[src/rtl/matrix_c_unloader_pkg.sv]
// Shared definitions for the SIMD array result path: element and bus sizing
// plus the unloader FSM state encoding.
package matrix_c_unloader_pkg;

  localparam int MCU_WORD_W  = 32;
  localparam int MCU_N_WORDS = 16;
  localparam int MCU_MAT_W   = MCU_WORD_W * MCU_N_WORDS;

  typedef enum logic [1:0] {
    ST_IDLE   = 2'd0,
    ST_WAIT   = 2'd1,
    ST_STREAM = 2'd2,
    ST_DONE   = 2'd3
  } state_t;

endpackage

[src/rtl/matrix_c_unloader.sv]
// Matrix_C unloader: enables the PEs for a fixed number of cycles, captures
// the result bus into a shadow register, then streams the elements out one
// per valid/ready handshake and pulses done at the end.
module matrix_c_unloader
  import matrix_c_unloader_pkg::*;
#(
  parameter int WORD_W      = MCU_WORD_W,
  parameter int N_WORDS     = MCU_N_WORDS,
  parameter int WAIT_CYCLES = 4
) (
  input  logic                         CLK,
  input  logic                         reset,
  input  logic                         start,
  input  logic [WORD_W*N_WORDS-1:0]    Matrix_C,
  output logic                         pe_enable,
  output logic                         busy,
  output logic                         out_valid,
  input  logic                         out_ready,
  output logic [WORD_W-1:0]            out_data,
  output logic [$clog2(N_WORDS)-1:0]   out_index,
  output logic                         out_last,
  output logic                         done
);

  localparam int MAT_W = WORD_W * N_WORDS;
  localparam int IDX_W = $clog2(N_WORDS);
  localparam int CNT_W = (WAIT_CYCLES < 1) ? 1 : $clog2(WAIT_CYCLES + 1);
  localparam logic [IDX_W-1:0] LAST_IDX = IDX_W'(N_WORDS - 1);
  localparam logic [CNT_W-1:0] CNT_LOAD = CNT_W'(WAIT_CYCLES);

  state_t            state_reg;
  logic [CNT_W-1:0]  cnt_reg;
  logic [IDX_W-1:0]  index_reg;
  logic [MAT_W-1:0]  shadow_reg;
  logic              pe_enable_reg;
  logic              busy_reg;
  logic              valid_reg;
  logic              last_reg;
  logic              done_reg;
  logic              handshake;

  assign handshake = valid_reg && out_ready;

  // Control FSM; every output flag is a register updated alongside the state.
  always_ff @(posedge CLK or negedge reset) begin
    if (!reset) begin
      state_reg     <= ST_IDLE;
      cnt_reg       <= '0;
      index_reg     <= '0;
      shadow_reg    <= '0;
      pe_enable_reg <= 1'b0;
      busy_reg      <= 1'b0;
      valid_reg     <= 1'b0;
      last_reg      <= 1'b0;
      done_reg      <= 1'b0;
    end else begin
      done_reg <= 1'b0;
      case (state_reg)
        ST_IDLE: begin
          if (start) begin
            state_reg     <= ST_WAIT;
            cnt_reg       <= CNT_LOAD;
            index_reg     <= '0;
            pe_enable_reg <= 1'b1;
            busy_reg      <= 1'b1;
          end
        end
        ST_WAIT: begin
          if (cnt_reg == '0) begin
            // Snapshot the result so later bus activity cannot corrupt the stream.
            shadow_reg    <= Matrix_C;
            state_reg     <= ST_STREAM;
            pe_enable_reg <= 1'b0;
            valid_reg     <= 1'b1;
            last_reg      <= (index_reg == LAST_IDX);
          end else begin
            cnt_reg <= cnt_reg - 1'b1;
          end
        end
        ST_STREAM: begin
          if (handshake) begin
            if (index_reg == LAST_IDX) begin
              // Index stays at its terminal value until the next start.
              state_reg <= ST_DONE;
              valid_reg <= 1'b0;
              last_reg  <= 1'b0;
              done_reg  <= 1'b1;
            end else begin
              index_reg <= index_reg + 1'b1;
              last_reg  <= (index_reg == LAST_IDX - 1'b1);
            end
          end
        end
        ST_DONE: begin
          state_reg <= ST_IDLE;
          busy_reg  <= 1'b0;
        end
        default: state_reg <= ST_IDLE;
      endcase
    end
  end

  // Element 0 is the most significant word of the captured bus.
  assign out_data  = valid_reg ? shadow_reg[WORD_W*(N_WORDS-1-int'(index_reg)) +: WORD_W]
                               : '0;
  assign out_index = index_reg;
  assign out_valid = valid_reg;
  assign out_last  = last_reg;
  assign pe_enable = pe_enable_reg;
  assign busy      = busy_reg;
  assign done      = done_reg;

endmodule
[config.mk]
export PLATFORM = sky130hd
export DESIGN_NAME = matrix_c_unloader
export DESIGN_NICKNAME = d
export VERILOG_FILES = /design/src/rtl/matrix_c_unloader_pkg.sv /design/src/rtl/matrix_c_unloader.sv
export SDC_FILE = /design/constraint.sdc
export NUM_CORES = 1
export LEC_CHECK = 0
export ABC_AREA = 1
export ABC_CLOCK_PERIOD_IN_PS = 2390
export BUFFER_PORTS_ARGS = -buffer_cell sky130_fd_sc_hd__clkbuf_2
export CAP_MARGIN = 20
export CORE_MARGIN = 2
export CORE_UTILIZATION = 50
export CTS_BUF_LIST = sky130_fd_sc_hd__clkbuf_4 sky130_fd_sc_hd__clkbuf_8 sky130_fd_sc_hd__clkbuf_16
export DETAILED_ROUTE_END_ITERATION = 10
export GPL_ROUTABILITY_DRIVEN = 1
export PLACE_DENSITY = 0.74
export SLEW_MARGIN = 20
export SYNTH_ARGS = -nofsm -noshare
export SYNTH_HDL_FRONTEND = slang
export SYNTH_SLANG_ARGS = --single-unit
[constraint.sdc]
create_clock -name CLK -period 2.39 [get_ports CLK]
set_input_delay 0.1195 -clock CLK [delete_from_list [all_inputs] [get_ports CLK]]
set_output_delay 0.1195 -clock CLK [all_outputs]
set_load 0.005 [all_outputs]
==> impl_table.tex, run 1 <==
\begin{tabular}{lr}
\hline
Metric & Value \\
\hline
\multicolumn{2}{l}{\textbf{Route}} \\
Post-detailed-routing wire length & between 100000 and 150000 um \\
Met3 layer wire length in the routed design & approximately 13000 um \\
Vias per Instance & 5.61 \\
DR vias & $\sim$29000 \\
Post-route met1 wirelength & 39800 um \\
Length of the first detailed-routing pass in iterations & 6 \\
Wirelength per Cell & roughly 23 um \\
Antenna violation net count after detailed routing & 0 \\
Iter 0 DRT Violations & $\sim$3500 \\
Routed wire length on met2 & 53500 um \\
Highest signal layer in the routed design & met5 \\
Detailed-route DRC error count & 0 \\
\multicolumn{2}{l}{\textbf{Run status}} \\
Violated checks & negative setup slack \\
Outcome & complete, but fails checks \\
\multicolumn{2}{l}{\textbf{Synth}} \\
Count of cell types in the netlist & 21 \\
Post-synthesis average cell area & about 7.8 um\^{}2 \\
Number of instances in the synthesized netlist & 3349 \\
Net Count, Synth & around 3900 \\
Ys async rst share & between 90\% and 100\% \\
Share of synthesized area occupied by flip-flops and latches & roughly 50\% \\
Area fraction of the dominant cell type after synthesis & around half \\
Flip-flop and latch count after synthesis & roughly 530 \\
Post-synthesis cell area & 0.0261 mm\^{}2 \\
Yosys Warn Count & 0 \\
Most area-hungry cell type in the Yosys netlist & sky130\_fd\_sc\_hd\_\_dfrtp\_1 \\
Cell types with the largest area share after synthesis & sky130\_fd\_sc\_hd\_\_dfrtp\_1 (50\%), sky130\_fd\_sc\_hd\_\_nand2\_1 (10\%), sky130\_fd\_sc\_hd\_\_nor2\_1 (8.8\%), sky130\_fd\_sc\_hd\_\_a21oi\_1 (8.6\%), sky130\_fd\_sc\_hd\_\_inv\_1 (6.7\%) \\
Most used standard cells in the synthesized netlist & sky130\_fd\_sc\_hd\_\_nand2\_1 (698), sky130\_fd\_sc\_hd\_\_nor2\_1 (615), sky130\_fd\_sc\_hd\_\_dfrtp\_1 (526), sky130\_fd\_sc\_hd\_\_inv\_1 (464), sky130\_fd\_sc\_hd\_\_a21oi\_1 (451) \\
Leading register cell type out of synthesis & sky130\_fd\_sc\_hd\_\_dfrtp\_1 \\
Number of enable flip-flop cells after synthesis & 0 \\
Cell with the most instances after synthesis & sky130\_fd\_sc\_hd\_\_nand2\_1 \\
\multicolumn{2}{l}{\textbf{Cells and area}} \\
Layout cells sized above 1 & around a quarter \\
Layout-stage area growth over the synthesis result & 47.0\% \\
Flip-flop count of the largest register, all copies and words added & slightly above 500 \\
Number of nets at the end of the flow & 4910 \\
\multicolumn{2}{l}{\textbf{Floorplanning}} \\
Initial Util & between 50\% and 60\% \\
Cell row count & between 80 and 90 \\
Core region area & $\sim$0.052 mm\^{}2 \\
Full die area & $\sim$0.054 mm\^{}2 \\
I/O pin count & between 500 and 600 \\
Die boundary width & about 230 um \\
Die Y & roughly 230 um \\
\multicolumn{2}{l}{\textbf{Power and ir drop}} \\
Static leakage power & approximately 20 nW \\
Cell Pwr Density & around 1300 mW/mm\^{}2 \\
Worst vdd ir & 0.718 mV \\
\multicolumn{2}{l}{\textbf{Global routing}} \\
Largest net degree at the start of global routing & 93 \\
Overflow after GRT & 0 \\
Global Route Usage Sum & 42.2\% \\
Wire length of the first global-routing pass & roughly 170000 um \\
Number of antenna violations at the first check in global routing & 8 \\
Via count of the first global-routing pass & 29500 \\
\multicolumn{2}{l}{\textbf{Worst setup path}} \\
Worst flop-to-flop path startpoint & out\_index[1] \\
Worst-path maximum fanout & 8 \\
Worst setup path class & flip-flop to output pin \\
CP startpoint kind & flip-flop \\
Endpoint kind of the worst setup timing path & output pin \\
Arrival time at the worst endpoint & roughly 2.6 ns \\
Launch point of the critical path & out\_index[0] \\
CP Data Required Time & 2.27 ns \\
\multicolumn{2}{l}{\textbf{Hold path}} \\
Worst min path class & primary input to asynchronous set/reset pin \\
\multicolumn{2}{l}{\textbf{STA}} \\
Final hold slack & 0.0786 ns \\
Worst slew margin relative to its limit & between 50\% and 60\% \\
Number of hold violations in the final report & 0 \\
Clock Skew & $\sim$0.032 ns \\
Setup repair after global routing missed its margin & true \\
Worst Setup Slack, final & -0.302 ns \\
Post-route fraction of the period consumed by the critical path & 113\% \\
Final slew viol count & 0 \\
Final setup TNS & -5.61 ns \\
Final setup violating endpoints & 32 \\
Minimum clock period & roughly 2.7 ns \\
Actual transition at the worst max-transition pin & roughly 0.65 ns \\
Peak Freq & 371 MHz \\
\multicolumn{2}{l}{\textbf{Clocking}} \\
Worst-case clock buffer depth & 3 \\
Clock-pin transition on the worst setup and hold timing paths & approximately 0.060 ns \\
Max H-tree Level & 2 \\
Clock latency on the worst-skew pair & around 0.64 ns \\
Total number of clock tree sinks & 526 \\
TritonCTS buffer count & 55 \\
Clock root cell & sky130\_fd\_sc\_hd\_\_clkbuf\_16 \\
TritonCTS clock tree & built \\
\multicolumn{2}{l}{\textbf{Flow run}} \\
Count of max-cap constraint violations & 0 \\
\multicolumn{2}{l}{\textbf{Placement}} \\
Last weighted congestion value of the routability-driven placer & 0.915 \\
Count of input and output buffers & 556 \\
Placed wire-length estimate & approximately 65000 um \\
\hline
\end{tabular}
[kinds of logic (layout without fill, tap and decap cells)]
| group | count (synthesis) | in the layout | synth area share, % |
|---|---|---|---|
| multiplexers | 96 | 96 | 4.14 |
| XOR/XNOR | 2 | 2 | 0.0671 |
| other | 0 | 16 | 0 |
| flip-flops | 526 | 526 | 50.4 |
| adder cells (fa/ha/maj) | 9 | 9 | 0.431 |
| AO/OA/AOI/OAI | 464 | 464 | 8.91 |
| buffers and inverters | 676 | 1753 | 12.1 |
| AND/OR/NAND/NOR | 1576 | 1576 | 23.9 |
[routing by layer]
layer | up-vias | global-route usage, %
met5 | - | 0.0919
met4 | 2 | 31.6
met3 | 670 | 10.9
met2 | 2202 | 67.4
met1 | 13500 | 48.9
li1 | 12400 | -
[area by class of cell]
type | count | area [um^2]
repair inverters | 2 | 17.5
clock inverters | 13 | 168
repair buffers | 1185 | 9850
inverters | 468 | 1790
fillers | 3313 | 13100
well taps | 680 | 851
diodes | 16 | 40.0
flip-flops and latches | 526 | 13200
multi-input cells | 2147 | 10800
clock buffers | 85 | 1720
[worst paths after layout]
path	cells after the start	to	slack [ns]
max	10	out_data[7]	-0.30
min reg2reg	2	shadow_reg[249]	0.51
min in group CLK	3	shadow_reg[371]	0.27
max reg2reg	7	out_index[1]	0.25
min	2	shadow_reg[168]	0.08
max in group asynchronous	3	shadow_reg[32]	1.36
[layout by cell type, fill, tap and decap left out, types with 15 or more instances in the layout]
cell type,Yosys,layout
sky130_fd_sc_hd__nand3_1,262,174
sky130_fd_sc_hd__buf_12,0,25
sky130_fd_sc_hd__mux2_2,96,96
sky130_fd_sc_hd__inv_1,464,455
sky130_fd_sc_hd__dlygate4sd3_1,0,515
sky130_fd_sc_hd__buf_2,80,16
sky130_fd_sc_hd__buf_16,0,21
sky130_fd_sc_hd__a21oi_1,451,429
sky130_fd_sc_hd__buf_4,47,51
sky130_fd_sc_hd__clkbuf_16,0,66
sky130_fd_sc_hd__diode_2,0,16
sky130_fd_sc_hd__clkbuf_2,0,528
sky130_fd_sc_hd__nand2_1,698,616
sky130_fd_sc_hd__nand3_4,0,15
sky130_fd_sc_hd__nand2_2,0,70
sky130_fd_sc_hd__dfrtp_1,526,523
sky130_fd_sc_hd__nor2_1,615,600
sky130_fd_sc_hd__nand3_2,0,73
[power by group]
| group | total, mW | switching [mW] | internal (mW) |
|---|---|---|---|
| clock | 9.15 | 3.78 | 5.37 |
| combinational | 26.2 | 16.3 | 9.92 |
| sequential | 15.3 | 1.90 | 13.4 |
| total | 50.7 | 22.0 | 28.7 |
[repair_timing]
action,CTS,global route
hold buffers,515,0
endpoints found under the setup margin,32,32
gates cloned,15,10
pin swaps,42,46
buffers inserted,10,4
endpoints found under the hold margin,1010,0
gates resized for setup,204,137
[worst max-delay path: stages, from the launching register on]
cell	delay (ns)
sky130_fd_sc_hd__dfrtp_4	0.44
sky130_fd_sc_hd__buf_12	0.18
sky130_fd_sc_hd__buf_16	0.19
sky130_fd_sc_hd__buf_16	0.15
sky130_fd_sc_hd__nor2_1	0.06
sky130_fd_sc_hd__nor2_1	0.16
sky130_fd_sc_hd__nand2_1	0.13
sky130_fd_sc_hd__nand3_2	0.15
sky130_fd_sc_hd__nand3_2	0.14
sky130_fd_sc_hd__a21oi_2	0.18
sky130_fd_sc_hd__buf_4	0.16
[through the flow]
stage | util, % | total power [mW] | instances | instance area (um^2) | worst slack (ns)
floorplan | - | 28.1 | 3349 | 26100 | 0.777
global placement | 56.9 | 34.3 | 4454 | 29300 | 0.0994
detailed placement | 56.9 | 34.8 | 4454 | 29300 | 0.0863
CTS | 73.1 | 47.2 | 5092 | 37600 | -0.198
global route | 74.5 | 53.2 | 5110 | 38400 | -0.331
finish | 74.6 | 50.7 | 5122 | 38400 | -0.302
Power figures use the tool's default switching activity.
==> inputs of run 2 (changes only) <==
Settings changed: BUFFER_PORTS_ARGS -buffer_cell sky130_fd_sc_hd__clkbuf_2 to unset, DONT_BUFFER_PORTS set to 1, PLACE_DENSITY 0.74 to unset.
==> run 2 against run 1 <==
  * Combinational power fell by 2%
  * Flip-flop and latch count did not move
  * Register-to-register slack better by 0.06 ns
  * Critical path depth decreased by 1
  * Die area did not move
  * Largest cell class unchanged
  * Clock power increased by 2.3%
  * Global-route usage fell by 7.4 points
  * The run ends with negative hold slack, max-slew violations, negative setup slack left
  * Largest power group unchanged
  * Sequential share of layout area up 2.2 points
  * Clock-buffer cell count up 3
==> impl_table.tex, run 2 (synthesis gave the netlist of run 1 again) <==
\begin{tabular}{lr}
\hline
Metric & Value \\
\hline
\multicolumn{2}{l}{\textbf{Run status}} \\
Outcome & complete, but fails checks (unchanged) \\
Violated checks & negative hold slack, max-slew violations, negative setup slack (was negative setup slack) \\
\multicolumn{2}{l}{\textbf{Cells and area}} \\
Post-route cell area & 0.0361 mm\^{}2 (was 0.0384 mm\^{}2) \\
Most common cell after layout, fill and taps aside & sky130\_fd\_sc\_hd\_\_nand2\_1 (unchanged) \\
Commonest cells after routing, fill and taps aside & sky130\_fd\_sc\_hd\_\_nand2\_1 (622), sky130\_fd\_sc\_hd\_\_nor2\_1 (590), sky130\_fd\_sc\_hd\_\_dfrtp\_1 (523) (was sky130\_fd\_sc\_hd\_\_nand2\_1 (616), sky130\_fd\_sc\_hd\_\_nor2\_1 (600), sky130\_fd\_sc\_hd\_\_clkbuf\_2 (528)) \\
Number of nets at the end of the flow & 4362 (was 4910) \\
Flip-flop count of the largest register, all copies and words added & 512 (unchanged) \\
Non-filler instance count after layout & 4592 (was 5122) \\
Layout cells sized above 1 & 14.8\% (was 24.6\%) \\
Utilization after layout & 70.0\% (was 74.6\%) \\
Layout-stage area growth over the synthesis result & 38.1\% (was 47.0\%) \\
\multicolumn{2}{l}{\textbf{Route}} \\
Post-route met1 wirelength & 37400 um (was 39800 um) \\
Routed wire length on met2 & 47800 um (was 53500 um) \\
Wirelength per Cell & 21.4 um (was 22.8 um) \\
Length of the first detailed-routing pass in iterations & 6 (unchanged) \\
Detailed-route DRC error count & 0 (unchanged) \\
DR vias & 24700 (was 28700) \\
Antenna violation net count after detailed routing & 0 (unchanged) \\
Post-detailed-routing wire length & 98200 um (was 117000 um) \\
Iter 0 DRT Violations & 2082 (was 3515) \\
Vias per Instance & 5.39 (was 5.61) \\
Met3 layer wire length in the routed design & 7080 um (was 12800 um) \\
Highest signal layer in the routed design & met5 (unchanged) \\
\multicolumn{2}{l}{\textbf{Worst setup path}} \\
Sum of buffers and inverters on the critical path & 4 (unchanged) \\
Crit-path max cell delay & 0.52 ns (was 0.44 ns) \\
Chain of cells forming the critical path & buf\_12 > clkbuf\_16 > buf\_16 > nand2\_1 > nand3\_1 > nand3\_4 > nand3\_4 > a21oi\_1 > buf\_4 (was buf\_12 > buf\_16 > buf\_16 > nor2\_1 > nor2\_1 > nand2\_1 > nand3\_2 > nand3\_2 > a21oi\_2 > buf\_4) \\
CP Data Required Time & 2.27 ns (about the same) \\
Critical Path Slowest Stage Cell & sky130\_fd\_sc\_hd\_\_dfrtp\_4 (unchanged) \\
Endpoint kind of the worst setup timing path & output pin (unchanged) \\
Worst-path maximum fanout & 13 (was 8) \\
CP startpoint kind & flip-flop (unchanged) \\
Worst setup path class & flip-flop to output pin (unchanged) \\
CP dominant cell by count & sky130\_fd\_sc\_hd\_\_nand3\_4 \\
Kind of cell adding the most delay to the critical path & buffers and inverters (unchanged) \\
Reg2Reg Setup Slack & 0.31 ns (was 0.25 ns) \\
Arrival time at the worst endpoint & 2.45 ns (was 2.57 ns) \\
\multicolumn{2}{l}{\textbf{Placement}} \\
Last weighted congestion value of the routability-driven placer & 0.915 (about the same) \\
Worst-case setup slack after placement & 0.203 ns (was 0.0863 ns) \\
Count of input and output buffers & 0 (was 556) \\
Placed Area & 0.0266 mm\^{}2 (was 0.0293 mm\^{}2) \\
Placed instance count & 3905 (was 4454) \\
Placed wire-length estimate & 61900 um (was 65400 um) \\
\multicolumn{2}{l}{\textbf{Floorplanning}} \\
Core region area & 0.0515 mm\^{}2 (unchanged) \\
Cell row count & 83 (unchanged) \\
Full die area & 0.0541 mm\^{}2 (unchanged) \\
Die Y & 233 um (unchanged) \\
I/O pin count & 557 (unchanged) \\
Initial Util & 50.7\% (unchanged) \\
Die boundary width & 233 um (unchanged) \\
\multicolumn{2}{l}{\textbf{Global routing}} \\
Wire length of the first global-routing pass & 143000 um (was 171000 um) \\
Overflow after GRT & 0 (unchanged) \\
Largest net degree at the start of global routing & 527 (was 93) \\
Number of antenna violations at the first check in global routing & 26 (was 8) \\
Via count of the first global-routing pass & 25100 (was 29500) \\
Global Route Usage Sum & 34.8\% (was 42.2\%) \\
\multicolumn{2}{l}{\textbf{Power and ir drop}} \\
Static leakage power & 17.8 nW (was 20.0 nW) \\
Cell Pwr Density & 1390 mW/mm\^{}2 (was 1320 mW/mm\^{}2) \\
Net Sw Frac & 42.1\% (was 43.4\%) \\
Internal power component & 29.0 mW (was 28.7 mW) \\
Reg power frac & 30.2\% (about the same) \\
Worst vdd ir & 0.812 mV (was 0.718 mV) \\
Tot Pwr & 50.1 mW (was 50.7 mW) \\
Portion of total power attributed to combinational logic & 51.1\% (was 51.8\%) \\
Switching Power & 21.1 mW (was 22.0 mW) \\
Clock share of power & 18.7\% (was 18.0\%) \\
\multicolumn{2}{l}{\textbf{STA}} \\
Number of hold violations in the final report & 526 (was 0) \\
Worst slew margin relative to its limit & -14.9\% (was 56.9\%) \\
Minimum clock period & 2.57 ns (was 2.69 ns) \\
Peak Freq & 389 MHz (was 371 MHz) \\
Post-route fraction of the period consumed by the critical path & 108\% (was 113\%) \\
Final setup violating endpoints & 32 (unchanged) \\
Clock Skew & 0.0149 ns (was 0.0319 ns) \\
Worst Setup Slack, final & -0.180 ns (was -0.302 ns) \\
Actual transition at the worst max-transition pin & 1.72 ns (was 0.647 ns) \\
Setup repair after global routing missed its margin & true (unchanged) \\
Final slew viol count & 205 (was 0) \\
Final hold slack & -0.797 ns (was 0.0786 ns) \\
Final setup TNS & -3.91 ns (was -5.61 ns) \\
\multicolumn{2}{l}{\textbf{Clocking}} \\
Max H-tree Level & 2 (unchanged) \\
Clock root cell & sky130\_fd\_sc\_hd\_\_clkbuf\_16 (unchanged) \\
TritonCTS clock tree & built (unchanged) \\
Total number of clock tree sinks & 526 (unchanged) \\
TritonCTS buffer count & 58 (was 55) \\
Worst-case clock buffer depth & 3 (unchanged) \\
Hold-fix buffers at CTS & 514 (was 515) \\
Clock-pin transition on the worst setup and hold timing paths & 0.06 ns (about the same) \\
Clock latency on the worst-skew pair & 0.62 ns (was 0.64 ns) \\
\multicolumn{2}{l}{\textbf{Flow run}} \\
Count of max-cap constraint violations & 0 (unchanged) \\
\multicolumn{2}{l}{\textbf{Hold path}} \\
Worst min path class & primary input to asynchronous set/reset pin (unchanged) \\
\hline
\end{tabular}
==> run 2: cell types whose count changed in the layout (fill, tap and decap cells not counted), moves of 6 or more <==
cell	change
sky130_fd_sc_hd__a21oi_4	-6
sky130_fd_sc_hd__nor2_1	-10
sky130_fd_sc_hd__a21oi_2	+12
sky130_fd_sc_hd__inv_1	+6
sky130_fd_sc_hd__diode_2	+14
sky130_fd_sc_hd__clkbuf_2	-528
sky130_fd_sc_hd__nand3_1	-25
sky130_fd_sc_hd__nor2_4	+7
sky130_fd_sc_hd__nand2_1	+6
sky130_fd_sc_hd__buf_2	-16
sky130_fd_sc_hd__a21oi_1	-6
sky130_fd_sc_hd__nand2_4	-9
sky130_fd_sc_hd__nand3_4	+25
==> run 2: cell type report <==
class | instances | area (um^2)
inverters | 468 | 1800
repair inverters | 2 | 25.0
repair buffers | 634 | 7070
diodes | 30 | 75.1
clock inverters | 17 | 218
clock buffers | 88 | 1780
well taps | 680 | 851
fillers | 3860 | 15400
flip-flops and latches | 526 | 13200
multi-input cells | 2147 | 11100
==> run 2: final timing paths <==
| kind | start | to | cells after the start |
|---|---|---|---|
| hold reg to reg | cnt_reg[0] | cnt_reg[0] | 1 |
| hold / removal | reset | shadow_reg[172] | 0 |
| setup / recovery | out_index[0] | out_data[3] | 9 |
| setup reg to reg | state_reg[1] | shadow_reg[211] | 8 |
| min in group CLK | Matrix_C[427] | shadow_reg[427] | 2 |
| max in group asynchronous | reset | out_index[2] | 0 |
==> run 2: power by group through the flow <==
| stage | Combinational (mW) | Sequential (mW) | Clock, mW |
|---|---|---|---|
| 2_1_floorplan | 13.6 | 14.5 | 0 |
| 3_3_place_gp | 19.4 | 14.9 | 0 |
| 3_5_place_dp | 19.8 | 15.1 | 0 |
| 4_1_cts | 23.6 | 14.9 | 9.46 |
| 5_1_grt | 27.8 | 15.5 | 9.79 |
| 6_report | 25.6 | 15.1 | 9.36 |
==> run 2: routing by layer <==
metal | track usage [%] | vias to the layer above
met2 | 58.1 | 1145
met4 | 19.3 | 10
met1 | 42.2 | 11900
li1 | - | 11400
met5 | 0 | -
met3 | 6.76 | 313
==> run 2: what timing repair did <==
| item | CTS | global route |
|---|---|---|
| hold endpoints to repair | 1049 | 526 |
| gates cloned | 13 | 13 |
| pin swaps | 53 | 103 |
| endpoints found under the setup margin | 32 | 32 |
| resized for setup | 233 | 114 |
| buffers inserted | 9 | 4 |
